`config.mk`:
```
export PLATFORM = sky130hd
export DESIGN_NAME = ysyx_25040129_lsu_ctrl
export DESIGN_NICKNAME = d
export VERILOG_FILES = /design/src/rtl/ysyx_25040129_lsu_pkg.sv /design/src/rtl/ysyx_25040129_lsu_align.sv /design/src/rtl/ysyx_25040129_lsu_ctrl.sv
export SDC_FILE = /design/constraint.sdc
export NUM_CORES = 1
export LEC_CHECK = 0
export ABC_AREA = 1
export BUFFER_PORTS_ARGS = -buffer_cell sky130_fd_sc_hd__buf_2
export CORE_MARGIN = 3
export CORE_UTILIZATION = 54
export DETAILED_ROUTE_END_ITERATION = 12
export GPL_ROUTABILITY_DRIVEN = 0
export PLACE_DENSITY = 0.89
export SYNTH_ARGS = -nofsm -noshare
export SYNTH_HDL_FRONTEND = slang
export SYNTH_HIERARCHICAL = 1
export SYNTH_SLANG_ARGS = --single-unit
```
`constraint.sdc`:
```
create_clock -name clk -period 2.9 [get_ports clk]
set_input_delay 0.58 -clock clk [delete_from_list [all_inputs] [get_ports clk]]
set_output_delay 0.58 -clock clk [all_outputs]
set_load 0.03 [all_outputs]
```
`src/rtl/ysyx_25040129_lsu_pkg.sv`:
```
// ----------------------------------------------------------------------------
// ysyx_25040129_lsu_pkg
// Shared definitions for the load/store sequencer:
//   - RISC-V opcode constants for LOAD / STORE
//   - funct3 width/sign selectors
//   - 2-bit FSM state encoding
//   - helper that tells whether an opcode/funct3 pair is a legal memory op
// ----------------------------------------------------------------------------
package ysyx_25040129_lsu_pkg;

    localparam logic [6:0] OP_LOAD  = 7'b0000011;
    localparam logic [6:0] OP_STORE = 7'b0100011;

    localparam logic [2:0] F3_B  = 3'b000;
    localparam logic [2:0] F3_H  = 3'b001;
    localparam logic [2:0] F3_W  = 3'b010;
    localparam logic [2:0] F3_BU = 3'b100;
    localparam logic [2:0] F3_HU = 3'b101;

    typedef enum logic [1:0] {
        ST_IDLE = 2'd0,
        ST_REQ  = 2'd1,
        ST_RSP  = 2'd2,
        ST_DONE = 2'd3
    } lsu_state_e;

    // Loads accept all five widths; stores have no unsigned variants.
    function automatic logic f3_legal(input logic [6:0] opcode, input logic [2:0] funct3);
        logic ok;
        ok = 1'b0;
        if (opcode == OP_LOAD) begin
            ok = (funct3 == F3_B) || (funct3 == F3_H) || (funct3 == F3_W) ||
                 (funct3 == F3_BU) || (funct3 == F3_HU);
        end else if (opcode == OP_STORE) begin
            ok = (funct3 == F3_B) || (funct3 == F3_H) || (funct3 == F3_W);
        end
        return ok;
    endfunction

endpackage

```
`src/rtl/ysyx_25040129_lsu_align.sv`:
```
// ----------------------------------------------------------------------------
// ysyx_25040129_lsu_align
// Purely combinational byte-lane helper.
//   ea_lo     : low two bits of the effective address
//   funct3    : width/sign selector
//   src2      : store data (register value)
//   rdata     : raw 32-bit word returned by memory
//   wstrb     : byte enables for a store of this width at this offset
//   wdata     : store data replicated across all lanes
//   ext_rdata : load data shifted down to bit 0 and sign/zero extended
//   misalign  : halfword on an odd address or word not on a 4-byte boundary
// Unknown funct3 values produce all-zero outputs; legality is judged by the
// caller.
// ----------------------------------------------------------------------------
module ysyx_25040129_lsu_align
    import ysyx_25040129_lsu_pkg::*;
(
    input  logic [1:0]  ea_lo,
    input  logic [2:0]  funct3,
    input  logic [31:0] src2,
    input  logic [31:0] rdata,
    output logic [3:0]  wstrb,
    output logic [31:0] wdata,
    output logic [31:0] ext_rdata,
    output logic        misalign
);

    logic [31:0] sh;

    always_comb begin
        // NOTE: every output gets a default before the case so no path
        // leaves a signal unassigned, which would infer a latch.
        sh        = rdata >> {ea_lo, 3'b000};
        wstrb     = 4'b0000;
        wdata     = 32'h0;
        ext_rdata = 32'h0;
        misalign  = 1'b0;
        case (funct3)
            F3_B: begin
                wstrb     = 4'b0001 << ea_lo;
                wdata     = {4{src2[7:0]}};
                ext_rdata = {{24{sh[7]}}, sh[7:0]};
            end
            F3_H: begin
                wstrb     = ea_lo[1] ? 4'b1100 : 4'b0011;
                wdata     = {2{src2[15:0]}};
                ext_rdata = {{16{sh[15]}}, sh[15:0]};
                misalign  = ea_lo[0];
            end
            F3_W: begin
                wstrb     = 4'b1111;
                wdata     = src2;
                // A legal word access is aligned, so sh is the raw word.
                ext_rdata = sh;
                misalign  = |ea_lo;
            end
            F3_BU: begin
                ext_rdata = {24'h0, sh[7:0]};
            end
            F3_HU: begin
                ext_rdata = {16'h0, sh[15:0]};
                misalign  = ea_lo[0];
            end
            default: begin
                wstrb = 4'b0000;
            end
        endcase
    end

endmodule

```
`src/rtl/ysyx_25040129_lsu_ctrl.sv`:
```
// ----------------------------------------------------------------------------
// ysyx_25040129_lsu_ctrl
// Multi-cycle load/store sequencer between EXU and a handshaked data memory.
// One instruction per transaction: IDLE -> (REQ -> RSP ->) DONE -> IDLE.
//   in_*        : EXU offer (valid/ready), opcode, funct3, imm, src1, src2
//   out_*       : result to WBU (valid/ready), extended load data, error flag
//   mem_req_*   : request channel (valid/ready), word address, wen, wdata,
//                 wstrb
//   mem_rsp_*   : response channel (valid/ready), raw word, bus error
// Parameters:
//   TIMEOUT     : cycles allowed in REQ+RSP before a forced error (0 = off)
//   CNT_W       : timeout counter width, 2**CNT_W > TIMEOUT
// All outputs are decodes of state or plain registers, so nothing on in_* or
// mem_rsp_* reaches out_* combinationally.
// ----------------------------------------------------------------------------
module ysyx_25040129_lsu_ctrl
    import ysyx_25040129_lsu_pkg::*;
#(
    parameter int unsigned TIMEOUT = 255,
    parameter int unsigned CNT_W   = 8
) (
    input  logic        clk,
    input  logic        rst_n,

    input  logic        in_valid,
    output logic        in_ready,
    input  logic [6:0]  in_opcode,
    input  logic [2:0]  in_funct3,
    input  logic [31:0] in_imm,
    input  logic [31:0] in_src1,
    input  logic [31:0] in_src2,

    output logic        out_valid,
    input  logic        out_ready,
    output logic [31:0] out_rdata,
    output logic        out_err,

    output logic        mem_req_valid,
    input  logic        mem_req_ready,
    output logic [31:0] mem_req_addr,
    output logic        mem_req_wen,
    output logic [31:0] mem_req_wdata,
    output logic [3:0]  mem_req_wstrb,

    input  logic        mem_rsp_valid,
    output logic        mem_rsp_ready,
    input  logic [31:0] mem_rsp_rdata,
    input  logic        mem_rsp_err
);

    localparam bit              TO_EN   = (TIMEOUT != 0);
    // The counter holds the number of REQ/RSP cycles already spent, so the
    // TIMEOUT-th cycle is the one in which it reads TIMEOUT-1.
    localparam logic [CNT_W-1:0] TO_LAST = CNT_W'((TIMEOUT == 0) ? 0 : TIMEOUT - 1);

    lsu_state_e       state_q, state_d;
    logic [31:0]      ea_q, ea_d;
    logic [2:0]       funct3_q, funct3_d;
    logic             wen_q, wen_d;
    logic [3:0]       wstrb_q, wstrb_d;
    logic [31:0]      wdata_q, wdata_d;
    logic [31:0]      rdata_q, rdata_d;
    logic             err_q, err_d;
    logic [CNT_W-1:0] cnt_q, cnt_d;

    logic [31:0] ea_new;
    logic        is_load, is_store, is_mem, legal, idle;
    logic        timeout_hit;

    logic [1:0]  al_ea_lo;
    logic [2:0]  al_funct3;
    logic [3:0]  al_wstrb;
    logic [31:0] al_wdata;
    logic [31:0] al_ext;
    logic        al_misalign;

    assign idle     = (state_q == ST_IDLE);
    assign ea_new   = in_src1 + in_imm;
    assign is_load  = (in_opcode == OP_LOAD);
    assign is_store = (in_opcode == OP_STORE);
    assign is_mem   = is_load | is_store;
    assign legal    = f3_legal(in_opcode, in_funct3);

    assign timeout_hit = TO_EN && (cnt_q == TO_LAST);

    // One lane helper serves both phases: in IDLE it looks at the incoming
    // instruction (alignment, store lanes), afterwards at the latched one
    // (load extraction of the returning word).
    assign al_ea_lo  = idle ? ea_new[1:0] : ea_q[1:0];
    assign al_funct3 = idle ? in_funct3   : funct3_q;

    ysyx_25040129_lsu_align u_align (
        .ea_lo     (al_ea_lo),
        .funct3    (al_funct3),
        .src2      (in_src2),
        .rdata     (mem_rsp_rdata),
        .wstrb     (al_wstrb),
        .wdata     (al_wdata),
        .ext_rdata (al_ext),
        .misalign  (al_misalign)
    );

    always_comb begin
        state_d  = state_q;
        ea_d     = ea_q;
        funct3_d = funct3_q;
        wen_d    = wen_q;
        wstrb_d  = wstrb_q;
        wdata_d  = wdata_q;
        rdata_d  = rdata_q;
        err_d    = err_q;
        cnt_d    = cnt_q;

        case (state_q)
            ST_IDLE: begin
                if (in_valid) begin
                    ea_d     = ea_new;
                    funct3_d = in_funct3;
                    wen_d    = is_store;
                    wstrb_d  = is_store ? al_wstrb : 4'b0000;
                    wdata_d  = is_store ? al_wdata : 32'h0;
                    rdata_d  = 32'h0;
                    err_d    = 1'b0;
                    cnt_d    = '0;
                    if (!is_mem) begin
                        state_d = ST_DONE;
                    end else if (!legal || al_misalign) begin
                        err_d   = 1'b1;
                        state_d = ST_DONE;
                    end else begin
                        state_d = ST_REQ;
                    end
                end
            end

            ST_REQ: begin
                cnt_d = cnt_q + 1'b1;
                if (timeout_hit) begin
                    err_d   = 1'b1;
                    rdata_d = 32'h0;
                    state_d = ST_DONE;
                end else if (mem_req_ready) begin
                    state_d = ST_RSP;
                end
            end

            ST_RSP: begin
                cnt_d = cnt_q + 1'b1;
                // A response in the expiry cycle still counts as on time.
                if (mem_rsp_valid) begin
                    err_d   = mem_rsp_err;
                    rdata_d = (mem_rsp_err || wen_q) ? 32'h0 : al_ext;
                    state_d = ST_DONE;
                end else if (timeout_hit) begin
                    err_d   = 1'b1;
                    rdata_d = 32'h0;
                    state_d = ST_DONE;
                end
            end

            ST_DONE: begin
                if (out_ready) begin
                    rdata_d = 32'h0;
                    err_d   = 1'b0;
                    state_d = ST_IDLE;
                end
            end

            default: begin
                state_d = ST_IDLE;
            end
        endcase
    end

    always_ff @(posedge clk or negedge rst_n) begin
        // NOTE: sequential state uses non-blocking assignments so every flop
        // samples the pre-edge value of every other flop.
        if (!rst_n) begin
            state_q  <= ST_IDLE;
            ea_q     <= 32'h0;
            funct3_q <= 3'b000;
            wen_q    <= 1'b0;
            wstrb_q  <= 4'b0000;
            wdata_q  <= 32'h0;
            rdata_q  <= 32'h0;
            err_q    <= 1'b0;
            cnt_q    <= '0;
        end else begin
            state_q  <= state_d;
            ea_q     <= ea_d;
            funct3_q <= funct3_d;
            wen_q    <= wen_d;
            wstrb_q  <= wstrb_d;
            wdata_q  <= wdata_d;
            rdata_q  <= rdata_d;
            err_q    <= err_d;
            cnt_q    <= cnt_d;
        end
    end

    assign in_ready      = idle;
    assign mem_req_valid = (state_q == ST_REQ);
    assign mem_rsp_ready = (state_q == ST_RSP);
    assign out_valid     = (state_q == ST_DONE);

    assign mem_req_addr  = {ea_q[31:2], 2'b00};
    assign mem_req_wen   = wen_q;
    assign mem_req_wdata = wdata_q;
    assign mem_req_wstrb = wstrb_q;

    assign out_rdata     = rdata_q;
    assign out_err       = err_q;

endmodule

```
==> run metrics, run 1 <==
status=completed; Setup Skew=9.24 ps; DP HPWL=19.2 mm; Max-Cap Viols=0; CTS root buffer=clkbuf_16; Synth-to-Final Area Change=20.3%; Total Routing Usage GR=28.4%; Sequential cell area=2880 um2; Fin. Hold Viols=0; R2R setup slack=270 ps; Initial Utilization=55.3%; Req. time, crit path=3200 ps; Reg-to-Reg Start=state_q[0]$_DFFE_PN0P_; dominant cells by area after synthesis=dfrtp_1, nand2_1, inv_1, ha_1, nand3_1; area of the mapped netlist=8810 um2; DR vias=9121; CTS Sinks=115; minimum clock period=2630 ps; PortBufs=248; worst slew pin tran=1330 ps; global route overflow=0; maximum clock frequency=380 MHz; Critical Path End Type=flip-flop; worst min path class=reg2reg; setup violators final=0; Core ar.=15900 um2; Logic pwr share=54.7%; Hold Crit Depth=2; slew margin rel.=11.0%; RSZ-0062 raised after global routing=no; Die Width=134 um; Pwr Density=908 nW/um2; Yosys top cell area share=32.7%; Nets=1671; layout cell share with drive strength beyond 1=24.4%; multi-input logic area=4710 um2; switching power=0.00461 W; P_int=0.00501 W; Post-Route WL=25.3 mm; Core Util, Final=66.5%; kind of critical path=reg2reg; Synth area leader=dfrtp_1; sequential area share after synthesis=32.7%; crit-path max FO=16; Num CTS Buffers=17; R2R depth=10; Final Max Tran Viols=0; FF-to-FF End=out_rdata[18]$_DFFE_PN0P_; Die H=134 um; clock-pin slew on the worst setup and hold paths=60 ps; Iteration-0 DRC Markers=908; Flop pwr share=22.8%; Wirelength per Cell=14.8 um; Vias/cell=5.31; fill count=1381; peak supply drop=552 uV; post-synthesis cell type count=44; Hold Path Sink=ea_q[19]$_DFFE_PN0P_; H-tree Lvls=4; Worst EP arrival=2930 ps; clk buf depth=2; initial antenna violation count=1; global-route wire length before repair=41.1 mm; num ports=251; drc violations=0; Syn. warnings=6; vias in the first global route=8491; Sw Share=47.9%; synthesized flop and latch total=115; synthesized instance count=1275; setup tns final=0 ps; Tcrit/Tclk final=90.7%; Post-DRT Antenna Nets=0; Avg Cell Area, Syn=6.91 um2; clock share of power=22.4%; largest net degree at the start of global routing=77; CTS tree=built; Rows=46; Skew-Pair Late Insertion Delay=420 ps; leakage=6.22 nW; TritonRoute pass-1 iters=6; die area=17900 um2; worst hold start=ea_q[19]$_DFFE_PN0P_; CP startpoint kind=flip-flop
==> state kept, by name, summed over array words and instances (netlist names) <==
register,count
ea_q,32
mem_req_wdata,32
out_rdata,32
cnt_q,8
mem_req_wstrb,4
funct3_q,3
state_q,2
mem_req_wen,1
out_err,1
==> critical path, cell delays in order (launching register included) <==
cell     delay, ps
dfrtp_1        410
inv_1          120
ha_1           190
inv_2          130
o21ai_0        640
inv_2          150
nand3_4        180
inv_4          130
nand2_8        190
nand3_2        100
a32o_1         260
==> cell families after synthesis <==
logic type / Yosys count / synth area share, %
flops: 115 / 32.7
buf+inv: 266 / 14.1
compound gates: 166 / 11.7
simple gates: 673 / 34.4
fa+ha+maj: 38 / 5.48
other cells: 1 / 0.0426
xor+xnor: 16 / 1.59
==> power groups by stage <==
stage | Clock, W | Sequential (W) | Combinational, W
2_1_floorplan | 0 | 0.00231 | 0.00417
3_3_place_gp | 0 | 0.00220 | 0.00504
3_5_place_dp | 0 | 0.00222 | 0.00517
4_1_cts | 0.00218 | 0.00220 | 0.00521
5_1_grt | 0.00227 | 0.00224 | 0.00579
6_report | 0.00216 | 0.00220 | 0.00527
==> worst max-delay path by stage <==
stage | from | end | slack [ps] | depth (start not counted)
floorplan | state_q[0]$_DFFE_PN0P_ | out_rdata[23]$_DFFE_PN0P_ | 40 | 12
global placement | in_imm[0] | out_rdata[13]$_DFFE_PN0P_ | 110 | 12
detailed placement | in_imm[0] | out_rdata[10]$_DFFE_PN0P_ | 10 | 12
CTS | state_q[0]$_DFFE_PN0P_ | out_rdata[10]$_DFFE_PN0P_ | 210 | 10
global route | state_q[1]$_DFFE_PN0P_ | state_q[1]$_DFFE_PN0P_ | 60 | 13
finish | state_q[0]$_DFFE_PN0P_ | out_rdata[18]$_DFFE_PN0P_ | 270 | 10
==> per-stage QoR <==
stage / total power [W] / worst slack, ps / cell area, um2 / hold slack, ps / instances
6_report: 0.00962 / 269 / 10600 / 473 / 1717
4_1_cts: 0.00958 / 208 / 10600 / 470 / 1716
3_5_place_dp: 0.00739 / 11.8 / 9990 / 388 / 1684
3_3_place_gp: 0.00725 / 108 / 9990 / 387 / 1684
2_1_floorplan: 0.00648 / 35.7 / 8810 / 284 / 1276
5_1_grt: 0.0103 / 64.2 / 10600 / 494 / 1717
==> Yosys cell counts, drive strengths merged <==
master  instances
clkbuf         13
a21oi          31
a31oi           7
conb            1
and3            1
nand2         463
inv           193
o22ai           3
o21bai          2
xnor2          13
nand3         119
o211ai          3
o21ai          87
a21o            1
ha             37
fa              1
nor3b           1
buf            60
xor2            3
nand3b          4
and2            2
nor3           11
o31ai           1
nor2           67
a32o           31
or2             1
nand4           4
dfrtp         115
==> final cells by class <==
cell class                 count  share of cell area [%]
inverter                     193                    6.91
clock inverter                10                    1.24
tap                          216                    2.55
multi-input combinational    895                    44.4
sequential                   115                    27.1
timing repair buffer         266                    13.3
clock buffer                  21                    4.44
antenna                        1                  0.0236
==> cell usage in the layout, fill, tap and decap left out, types with 8 or more instances in the layout <==
master	count
nand2_1	452
buf_2	247
inv_1	182
dfrtp_1	115
nand3_1	91
o21ai_0	59
nor2_1	57
ha_1	37
a32o_1	31
a21oi_1	31
nand3_2	24
o21ai_1	21
clkbuf_16	17
buf_4	16
xnor2_1	13
nor3_1	9
inv_2	8
==> per-layer routing <==
metal,GRT usage (%),vias to the layer above,wire length (um),share of wire (%)
met5,0,-,0,0
met4,12.9,0,973,3.8
met3,5.29,80,2010,7.9
met1,35.2,4097,10100,40
li1,-,4457,-,-
met2,48.3,487,12300,48
==> repair_timing <==
action / 4_1_cts / 5_1_grt
endpoints found under the hold margin: 3 / 0
setup buffers: 0 / 0
hold buffers: 1 / 0
resized for setup: 0 / 2
endpoints found under the setup margin: 0 / 9
(Power assumes the default switching activity.)
==> inputs of run 2 (changes only) <==
--- a/config.mk
+++ b/config.mk
@@ -9,6 +9,7 @@
 export BUFFER_PORTS_ARGS = -buffer_cell sky130_fd_sc_hd__buf_2
 export CORE_MARGIN = 3
 export CORE_UTILIZATION = 54
+export CTS_BUF_LIST = sky130_fd_sc_hd__clkbuf_8 sky130_fd_sc_hd__clkbuf_16
 export DETAILED_ROUTE_END_ITERATION = 12
 export GPL_ROUTABILITY_DRIVEN = 0
 export PLACE_DENSITY = 0.89
==> run 2 against run 1 <==
  * Via count fell by 0.19%
  * Wire length rose by 0.26%
  * Design area did not move
  * Final cell count did not move
  * Non-clock buffer count did not move
  * Sequential power barely moved
  * Power barely moved
  * Critical path type unchanged
==> run metrics, run 2 (same netlist as run 1, synthesis figures left out) <==
status=completed (unchanged); R2R depth=10 (unchanged); worst slew pin tran=1330 ps (about the same); worst hold start=ea_q[19]$_DFFE_PN0P_ (unchanged); kind of critical path=reg2reg (unchanged); Fin. Hold Viols=0 (unchanged); switching power=0.00461 W (about the same); Critical Path End Type=flip-flop (unchanged); Pwr Density=908 nW/um2 (about the same); PortBufs=248 (unchanged); initial antenna violation count=1 (unchanged); leakage=6.23 nW (was 6.22 nW); num ports=251 (unchanged); crit path launch=state_q[0]$_DFFE_PN0P_ (unchanged); most frequent cells in the layout=nand2_1, buf_2, inv_1 (unchanged); Placement Cell Area=9990 um2 (unchanged); CTS root buffer=clkbuf_16 (unchanged); Tcrit/Tclk final=90.8% (was 90.7%); Die Width=134 um (unchanged); Post-Route WL=25.4 mm (was 25.3 mm); CTS tree=built (unchanged); Final Max Tran Viols=0 (unchanged); Sw Share=48.0% (was 47.9%); R2R setup slack=270 ps (about the same); Flop pwr share=22.8% (about the same); Logic pwr share=54.8% (was 54.7%); clock share of power=22.4% (about the same); Hold Crit Depth=2 (unchanged); FF-to-FF End=out_rdata[18]$_DFFE_PN0P_ (unchanged); Worst EP arrival=2930 ps (about the same); global-route wire length before repair=41.1 mm (unchanged); Setup Skew=9.37 ps (was 9.24 ps); drc violations=0 (unchanged); die area=17900 um2 (unchanged); Post-DRT Antenna Nets=0 (unchanged); Max-Cap Viols=0 (unchanged); maximum clock frequency=380 MHz (about the same); Total Routing Usage GR=28.4% (unchanged); DP HPWL=19.2 mm (unchanged); Nets=1671 (unchanged); setup violators final=0 (unchanged); setup bufs post-CTS=0 (unchanged); Rows=46 (unchanged); layout cell share with drive strength beyond 1=24.4% (unchanged); clk buf depth=2 (unchanged); global route overflow=0 (unchanged); CP startpoint kind=flip-flop (unchanged); Num CTS Buffers=17 (unchanged); Vias/cell=5.30 (was 5.31); crit-path max FO=16 (unchanged); P_int=0.00501 W (about the same); Final Instance Area=10600 um2 (unchanged); RSZ-0062 raised after global routing=no (unchanged); TritonRoute pass-1 iters=6 (unchanged); CTS Sinks=115 (unchanged); Hold Path Sink=ea_q[19]$_DFFE_PN0P_ (unchanged); commonest non-fill, non-tap cell in the layout=nand2_1 (unchanged); Die H=134 um (unchanged); Initial Utilization=55.3% (unchanged); Req. time, crit path=3200 ps (about the same); slew margin rel.=11.0% (about the same); Reg-to-Reg Start=state_q[0]$_DFFE_PN0P_ (unchanged); Core ar.=15900 um2 (unchanged); Skew-Pair Late Insertion Delay=420 ps (about the same); vias in the first global route=8491 (unchanged); worst min path class=reg2reg (unchanged); Iteration-0 DRC Markers=910 (was 908); peak supply drop=553 uV (was 552 uV); minimum clock period=2630 ps (about the same); setup tns final=0 ps (unchanged); DR vias=9104 (was 9121); clock-pin slew on the worst setup and hold paths=60 ps (about the same); largest net degree at the start of global routing=77 (unchanged); H-tree Lvls=4 (unchanged); Synth-to-Final Area Change=20.3% (unchanged); Wirelength per Cell=14.8 um (about the same)
-- run 2: cell types whose count changed in the layout (fill, tap and decap cells not counted), sizes merged --
cell,change
inv,+1
clkbuf,-1
-- run 2: worst max-delay path, stage by stage (launching register included) --
cell,delay (ps)
dfrtp_1,410
inv_1,120
ha_1,190
inv_2,130
o21ai_0,650
inv_2,150
nand3_4,180
inv_4,130
nand2_8,190
nand3_2,100
a32o_1,260
-- run 2: what timing repair did --
item,in CTS,in global routing
hold endpoints to repair,3,0
gates resized for setup,0,2
hold buffers,1,0
setup endpoints to repair,0,9
-- run 2: how the worst max path moves through the flow --
stage / cells after the start / to / slack [ps]
6_report: 10 / out_rdata[18]$_DFFE_PN0P_ / 270
5_1_grt: 13 / state_q[1]$_DFFE_PN0P_ / 60
4_1_cts: 10 / out_rdata[10]$_DFFE_PN0P_ / 210
3_5_place_dp: 12 / out_rdata[10]$_DFFE_PN0P_ / 10
3_3_place_gp: 12 / out_rdata[13]$_DFFE_PN0P_ / 110
2_1_floorplan: 12 / out_rdata[23]$_DFFE_PN0P_ / 40
-- run 2: stage by stage --
| step | cells | hold WS [ps] | utilization, % | power, W | setup WS, ps |
|---|---|---|---|---|---|
| after floorplan | 1276 | 284 | - | 0.00648 | 35.7 |
| after global placement | 1684 | 387 | 62.6 | 0.00725 | 108 |
| after detailed placement | 1684 | 388 | 62.6 | 0.00739 | 11.8 |
| after CTS | 1716 | 470 | 66.5 | 0.00958 | 208 |
| after global routing | 1717 | 494 | 66.5 | 0.0103 | 64.2 |
| final | 1717 | 473 | 66.5 | 0.00962 | 267 |
-- run 2: power by group through the flow --
stage | Clock [W] | Combinational [W] | Sequential, W
final | 0.00215 | 0.00527 | 0.00220
after global routing | 0.00227 | 0.00579 | 0.00224
after CTS | 0.00218 | 0.00521 | 0.00220
after detailed placement | 0 | 0.00517 | 0.00222
after global placement | 0 | 0.00504 | 0.00220
after floorplan | 0 | 0.00417 | 0.00231
-- run 2: final cells by class --
| cell class | instances | area, um2 |
|---|---|---|
| fill | 1381 | 5340 |
| multi-input combinational | 895 | 4710 |
| sequential | 115 | 2880 |
| timing repair buffer | 266 | 1410 |
| inverter | 193 | 732 |
| clock buffer | 20 | 467 |
| tap | 216 | 270 |
| clock inverter | 11 | 135 |
| antenna | 1 | 2.50 |
-- run 2: layer usage --
| layer | part of all wire, % | wire length, um | track usage (%) |
|---|---|---|---|
| met1 | 40 | 10100 | 35.2 |
| met3 | 8.1 | 2060 | 5.29 |
| met2 | 48 | 12300 | 48.3 |
| met5 | 0 | 0 | 0 |
| met4 | 3.8 | 962 | 12.9 |
